`config.mk`:
```
export PLATFORM = sky130hd
export DESIGN_NAME = fetch_unit
export DESIGN_NICKNAME = d
export VERILOG_FILES = /design/src/rtl/fetch_unit.sv
export SDC_FILE = /design/constraint.sdc
export NUM_CORES = 1
export LEC_CHECK = 0
export CAP_MARGIN = 5
export CORE_UTILIZATION = 34
export DETAILED_ROUTE_END_ITERATION = 10
export PLACE_DENSITY = 0.65
export SKIP_CTS_REPAIR_TIMING = 1
export SYNTH_ARGS = -nofsm -noshare
export SYNTH_HDL_FRONTEND = slang
export SYNTH_SLANG_ARGS = --single-unit
```
`constraint.sdc`:
```
create_clock -name clk -period 6.6 [get_ports clk]
set_input_delay 1.32 -clock clk [delete_from_list [all_inputs] [get_ports clk]]
set_output_delay 1.32 -clock clk [all_outputs]
set_load 0.01 [all_outputs]
```
`src/rtl/fetch_unit.sv`:
```
// fetch_unit
// Instruction fetch stage. Issues word reads to instruction memory, buffers the
// returned words in a small prefetch FIFO and presents them, tagged with their
// PC, to decode. A redirect from the branch/jump path flushes the FIFO and
// discards any reads that are still in flight.
//
// Ports:
//   clk, rst               clock (rising edge), synchronous active-high reset
//   imem_req/imem_addr     read request and word-aligned address
//   imem_ready             memory accepts the request this cycle
//   imem_rvalid/imem_rdata in-order read response
//   instr_valid/instr/     FIFO head (valid, instruction word, PC)
//   instr_pc
//   instr_ready            decode consumes the head this cycle
//   redirect_en/           branch taken or jump, with its target PC
//   redirect_target
//   fetch_fault            sticky misaligned-redirect flag (only with macro)
//
// Optional feature macro: FETCH_MISALIGN_CHK_EN
//   When defined, a redirect to a target with bits [1:0] != 0 sets the sticky
//   fetch_fault output and halts fetching until reset. When undefined the low
//   target bits are silently cleared.

module fetch_unit #(
   parameter logic [31:0] RESET_PC   = 32'h0000_0000,
   parameter int          FIFO_DEPTH = 2
) (
   input  logic        clk,
   input  logic        rst,
   output logic        imem_req,
   output logic [31:0] imem_addr,
   input  logic        imem_ready,
   input  logic        imem_rvalid,
   input  logic [31:0] imem_rdata,
   output logic        instr_valid,
   output logic [31:0] instr,
   output logic [31:0] instr_pc,
   input  logic        instr_ready,
   input  logic        redirect_en,
   input  logic [31:0] redirect_target
`ifdef FETCH_MISALIGN_CHK_EN
   ,
   output logic        fetch_fault
`endif
);

   localparam int PW = $clog2(FIFO_DEPTH);
   localparam int CW = PW + 1;

   logic [31:0]   instrMem_q [FIFO_DEPTH];
   logic [31:0]   pcMem_q    [FIFO_DEPTH];
   logic [PW-1:0] rdPtr_q, rdPtr_d;
   logic [PW-1:0] wrPtr_q, wrPtr_d;
   logic [CW-1:0] count_q, count_d;
   logic [CW-1:0] outstanding_q, outstanding_d;
   logic [CW-1:0] discard_q, discard_d;
   logic [31:0]   pc_q, pc_d;
   logic [31:0]   respPc_q, respPc_d;

   logic          faultActive;
   logic [CW:0]   inUse;
   logic          respValid;
   logic          accept;
   logic          push;
   logic          pop;
   logic [31:0]   alignedTarget;

`ifdef FETCH_MISALIGN_CHK_EN
   logic          fault_q, fault_d;
   assign faultActive = fault_q;
   assign fetch_fault = fault_q;
`else
   assign faultActive = 1'b0;
`endif

   // Credit check: buffered entries plus reads in flight may never exceed the
   // FIFO depth, so every response always has a free slot waiting for it.
   // Discarded reads still hold a credit until their response drains.
   assign inUse         = {1'b0, count_q} + {1'b0, outstanding_q};
   assign imem_req      = !rst && !redirect_en && !faultActive &&
                          (inUse < (CW+1)'(FIFO_DEPTH));
   assign imem_addr     = pc_q;
   assign alignedTarget = redirect_target & ~32'h3;

   // A response with nothing outstanding is stray and ignored. A response is
   // only buffered when it is not owed to an earlier redirect and no flush is
   // happening in the same cycle.
   assign respValid = imem_rvalid && (outstanding_q != '0);
   assign accept    = imem_req && imem_ready;
   assign push      = respValid && (discard_q == '0) && !redirect_en && !faultActive;
   assign pop       = instr_valid && instr_ready;

   assign instr_valid = !rst && !faultActive && (count_q != '0);
   assign instr       = rst ? 32'h0 : instrMem_q[rdPtr_q];
   assign instr_pc    = rst ? RESET_PC : pcMem_q[rdPtr_q];

   // Next-state logic. A redirect empties the FIFO and turns every read still
   // in flight after this cycle into one that must be discarded on arrival.
   always_comb begin
      pc_d          = pc_q;
      respPc_d      = respPc_q;
      count_d       = count_q;
      outstanding_d = outstanding_q;
      discard_d     = discard_q;
      rdPtr_d       = rdPtr_q;
      wrPtr_d       = wrPtr_q;
`ifdef FETCH_MISALIGN_CHK_EN
      fault_d       = fault_q;
`endif

      if (accept) begin
         outstanding_d = outstanding_d + CW'(1);
         pc_d          = pc_q + 32'd4;
      end
      if (respValid) begin
         outstanding_d = outstanding_d - CW'(1);
      end

      if (redirect_en) begin
         count_d   = '0;
         rdPtr_d   = '0;
         wrPtr_d   = '0;
         discard_d = outstanding_d;
         pc_d      = alignedTarget;
         respPc_d  = alignedTarget;
`ifdef FETCH_MISALIGN_CHK_EN
         if (redirect_target[1:0] != 2'b00) begin
            fault_d = 1'b1;
            pc_d    = redirect_target;
         end
`endif
      end else begin
         if (respValid && (discard_q != '0)) begin
            discard_d = discard_q - CW'(1);
         end
         if (push) begin
            respPc_d = respPc_q + 32'd4;
            wrPtr_d  = wrPtr_q + PW'(1);
         end
         if (pop) begin
            rdPtr_d = rdPtr_q + PW'(1);
         end
         case ({push, pop})
            2'b10:   count_d = count_q + CW'(1);
            2'b01:   count_d = count_q - CW'(1);
            default: count_d = count_q;
         endcase
      end
   end

   // State registers. Storage is cleared on reset so the head outputs show a
   // defined word and RESET_PC before the first fill.
   always_ff @(posedge clk) begin
      if (rst) begin
         pc_q          <= RESET_PC;
         respPc_q      <= RESET_PC;
         count_q       <= '0;
         outstanding_q <= '0;
         discard_q     <= '0;
         rdPtr_q       <= '0;
         wrPtr_q       <= '0;
`ifdef FETCH_MISALIGN_CHK_EN
         fault_q       <= 1'b0;
`endif
         for (int i = 0; i < FIFO_DEPTH; i++) begin
            instrMem_q[i] <= 32'h0;
            pcMem_q[i]    <= RESET_PC;
         end
      end else begin
         pc_q          <= pc_d;
         respPc_q      <= respPc_d;
         count_q       <= count_d;
         outstanding_q <= outstanding_d;
         discard_q     <= discard_d;
         rdPtr_q       <= rdPtr_d;
         wrPtr_q       <= wrPtr_d;
`ifdef FETCH_MISALIGN_CHK_EN
         fault_q       <= fault_d;
`endif
         if (push) begin
            instrMem_q[wrPtr_q] <= imem_rdata;
            pcMem_q[wrPtr_q]    <= respPc_q;
         end
      end
   end

endmodule
```
==> run summary <==
Among all flip-flop cells after synthesis, the most frequent one is edfxtp_1. The number of warnings printed during yosys synthesis came out at 0. The post-detailed-route DRC marker count came out at 0. The final hold slack came out at 0.5280 ns.

The overall routed net length is 22500 µm. The total of endpoints with negative setup slack in the final report is 0. The synthesized design contains 193 register bits.

For this design the static power due to leakage is 4.021 nW. The worst slack at placement came out at approximately 2.1 ns. The routed wire length per instance came out at approximately 17 µm. The core area came out at 0.02688 mm². The total number of nets in the final design is around 1100.

The detailed router finished its first iteration with 405 violations. Routed signal wires occupy layers up through met4. The critical path class is primary input to output port.

The placed cell count is 1314. Power spread over the standard cell area amounts to 243.4 mW/mm². The worst path required time came out at 5.28 ns.

The arrival time reported for the critical path endpoint is 3.12 ns. Registers are responsible for 50.2% of the overall power. The part of the power in combinational logic is 15.0%. The fraction of power consumed by the clock network came out at 34.9%. The horizontal die dimension came out at around 170 µm. The worst slew slack as a fraction of its limit is 36.01%. The cell area after layout is 0.01179 mm². The floorplan step defined a die boundary enclosing roughly 0.028 mm². The synthesized netlist cell count is 853.

The number of cells in the finished layout apart from fillers is 1346. Based on the critical path, the design can be clocked at up to about 0.23 GHz. The number of antenna violations at the first check in global routing was 0. The smallest setup slack after layout came out at about 2.2 ns. The wire length on met1 came out at 11000 µm. The row count came out at 60. Measured on the finished design, the core utilization comes to 43.85%. The sum of met3 wire segment lengths after detailed routing came out at 1177 µm. The worst reg-to-reg setup slack is 3.63 ns. The mapped cell area is 0.009290 mm². The internal power of the cells totals ~2.1 mW. Entering global routing, the biggest net connects 81 pins. 168 I/O pins were placed. The share of synthesized flip-flops with an asynchronous set or reset is 0%. The total power is 2.869 mW. The worst clock skew is approximately 0.010 ns. The max-capacitance violation count came out at 0. The top cell types in the final layout, fill and taps aside, are clkdlybuf4s50_1 (160), and2_1 (126), edfxtp_1 (124). The fraction of the cycle the final worst path needs is around two thirds. The first-pass iteration count of the detailed router came out at 4.

The detailed-routed wire length on met2 is approximately 9900 µm. The final setup TNS is 0 ns. The ratio of cells with drive above 1 in the final layout is 6.169%. The via density per instance is ~5.0.

The total inserted antenna cells is 0. The global-route wire length before repair came out at 35480 µm. The total of buffers placed on input and output ports came out at 161. The count of fill cells added during filler insertion is about 2500. The average cell area after synthesis came out at around 11 µm². The number of clock buffers inserted by TritonCTS is 17. The starting density of the core is 34.57%. The floorplan step set the die height to 167.3 µm. The run finished with clean final reports. The count of H-tree levels built during CTS came out at 4.

The switching power total came out at 773.4 µW. The sequential element share of the synthesized area came out at between 50% and 60%. The cell sitting at the root of the clock tree is a clkbuf_16. The number of enable flip-flop cells after synthesis is 124.

The post-synthesis cell type count came out at 55. The cell area after placement came out at 0.01122 mm². The switching share of power came out at a little over a quarter.

The number of vias after detailed routing came out at between 6000 and 7000. The maximum VDD drop is about 0.00013 V. The total global routing track utilization is 16.25%. The pin slew with the least headroom to its limit came out at 0.9599 ns.

The worst-skew pair later-pin latency came out at 0.43 ns. The number of max-slew violations in the final report came out at 0. The worst setup path is launched from a primary input.

The critical-path maximum fanout is 29. The critical path capture point type is an output port. The most common cell after layout, fill and taps aside is clkdlybuf4s50_1. The total number of clock tree sinks is approximately 190. Setup repair after global routing left no endpoint under its margin. The detail route stage leaves a number of antenna-violating nets equal to 0. At the end of routability-driven placement, the weighted congestion stood at roughly 0.83. The HPWL after detailed placement is ~15000 µm. The area added between synthesis and finish came out at 26.87%. The number of global-route vias before repair is 6245. The CTS tree is yes. The clock passes through at most 2 buffers. The kind of path behind the tightest hold check is flip-flop to flip-flop. The clock period minus worst slack is 4.439 ns.

After clock tree synthesis, the clock-pin slew on the worst setup and hold paths is 0.07 ns. The global-route congestion overflow total is 0. The number of endpoints with negative hold slack in the final report is 0.
## synthesized netlist by cell type (3+ instances only)
library cell / instances / area share (%)
and2_1: 126 / 8.5
edfxtp_1: 124 / 40
nor2_1: 101 / 4.1
dfxtp_1: 69 / 15
mux2i_1: 64 / 6.9
clkbuf_1: 44 / 1.8
nand2_1: 33 / 1.3
xor2_1: 29 / 2.7
nand4_1: 27 / 1.8
xnor2_1: 23 / 2.2
a21oi_1: 22 / 1.2
nand3_1: 16 / 0.86
nor3_1: 15 / 0.81
a21boi_0: 14 / 1.1
a211oi_1: 13 / 1.1
o21ai_0: 12 / 0.65
o21a_1: 11 / 0.89
o22ai_1: 10 / 0.67
and3_1: 8 / 0.54
and4_1: 8 / 0.75
inv_1: 7 / 0.28
a22oi_1: 6 / 0.48
nor4_1: 6 / 0.40
a31oi_1: 5 / 0.34
ha_1: 5 / 0.67
buf_1: 4 / 0.16
buf_4: 4 / 0.32
o311ai_0: 4 / 0.38
buf_2: 3 / 0.16
mux2_2: 3 / 0.36
or3_1: 3 / 0.20
## worst paths after layout
path,start,to,cells after the start
hold / removal,rdPtr_q,flip-flop,2
setup / recovery,redirect_en,imem_req,5
setup reg to reg,outstanding_q[0],instrMem_q[0][11],6
hold reg to reg,rdPtr_q,flip-flop,2
## power by group through the flow
stage	Combinational (mW)	Clock (mW)	Sequential, mW
global placement	0.428	0	1.46
CTS	0.435	1.02	1.44
detailed placement	0.433	0	1.47
global route	0.473	1.07	1.45
floorplan	0.238	0	1.46
finish	0.430	1.00	1.44
## metal layers
layer  up-vias  global-route usage (%)
met3        24                   2.978
met5         -                       0
met2       207                   24.57
met1      3183                   23.36
li1       3319                       -
met4         0                   5.265
## cells by family after synthesis
group                    synth area share, %
other                                0.04037
AO/OA/AOI/OAI                          7.744
adder cells (fa/ha/maj)               0.8889
multiplexers                           7.259
XOR/XNOR                               4.902
buffers and inverters                  2.788
flip-flops                             54.95
AND/OR/NAND/NOR                        21.43
## state kept, by name, indices dropped and copies added (netlist names), named ones only
signal / count
count_q: 2
discard_q: 2
imem_addr: 30
instrMem_q: 64
outstanding_q: 2
pcMem_q: 60
rdPtr_q: 1
respPc_q: 30
wrPtr_q: 1
## critical path, cell delays in order
cell             delay, ns
clkdlybuf4s50_1       0.39
buf_4                 0.24
or2_2                 0.43
nor3_1                0.16
clkdlybuf4s50_1       0.57
## cell type report
cell class | count | area, µm² | share of cell area, %
inverters | 9 | 33.78 | 0.2866
well taps | 341 | 426.7 | 3.620
multi-input cells | 599 | 3960 | 33.60
flip-flops and latches | 193 | 5109 | 43.34
repair buffers | 172 | 1692 | 14.35
clock inverters | 14 | 115.1 | 0.9766
clock buffers | 18 | 450.4 | 3.822
Note: power is estimated with default switching activity, not from simulation.
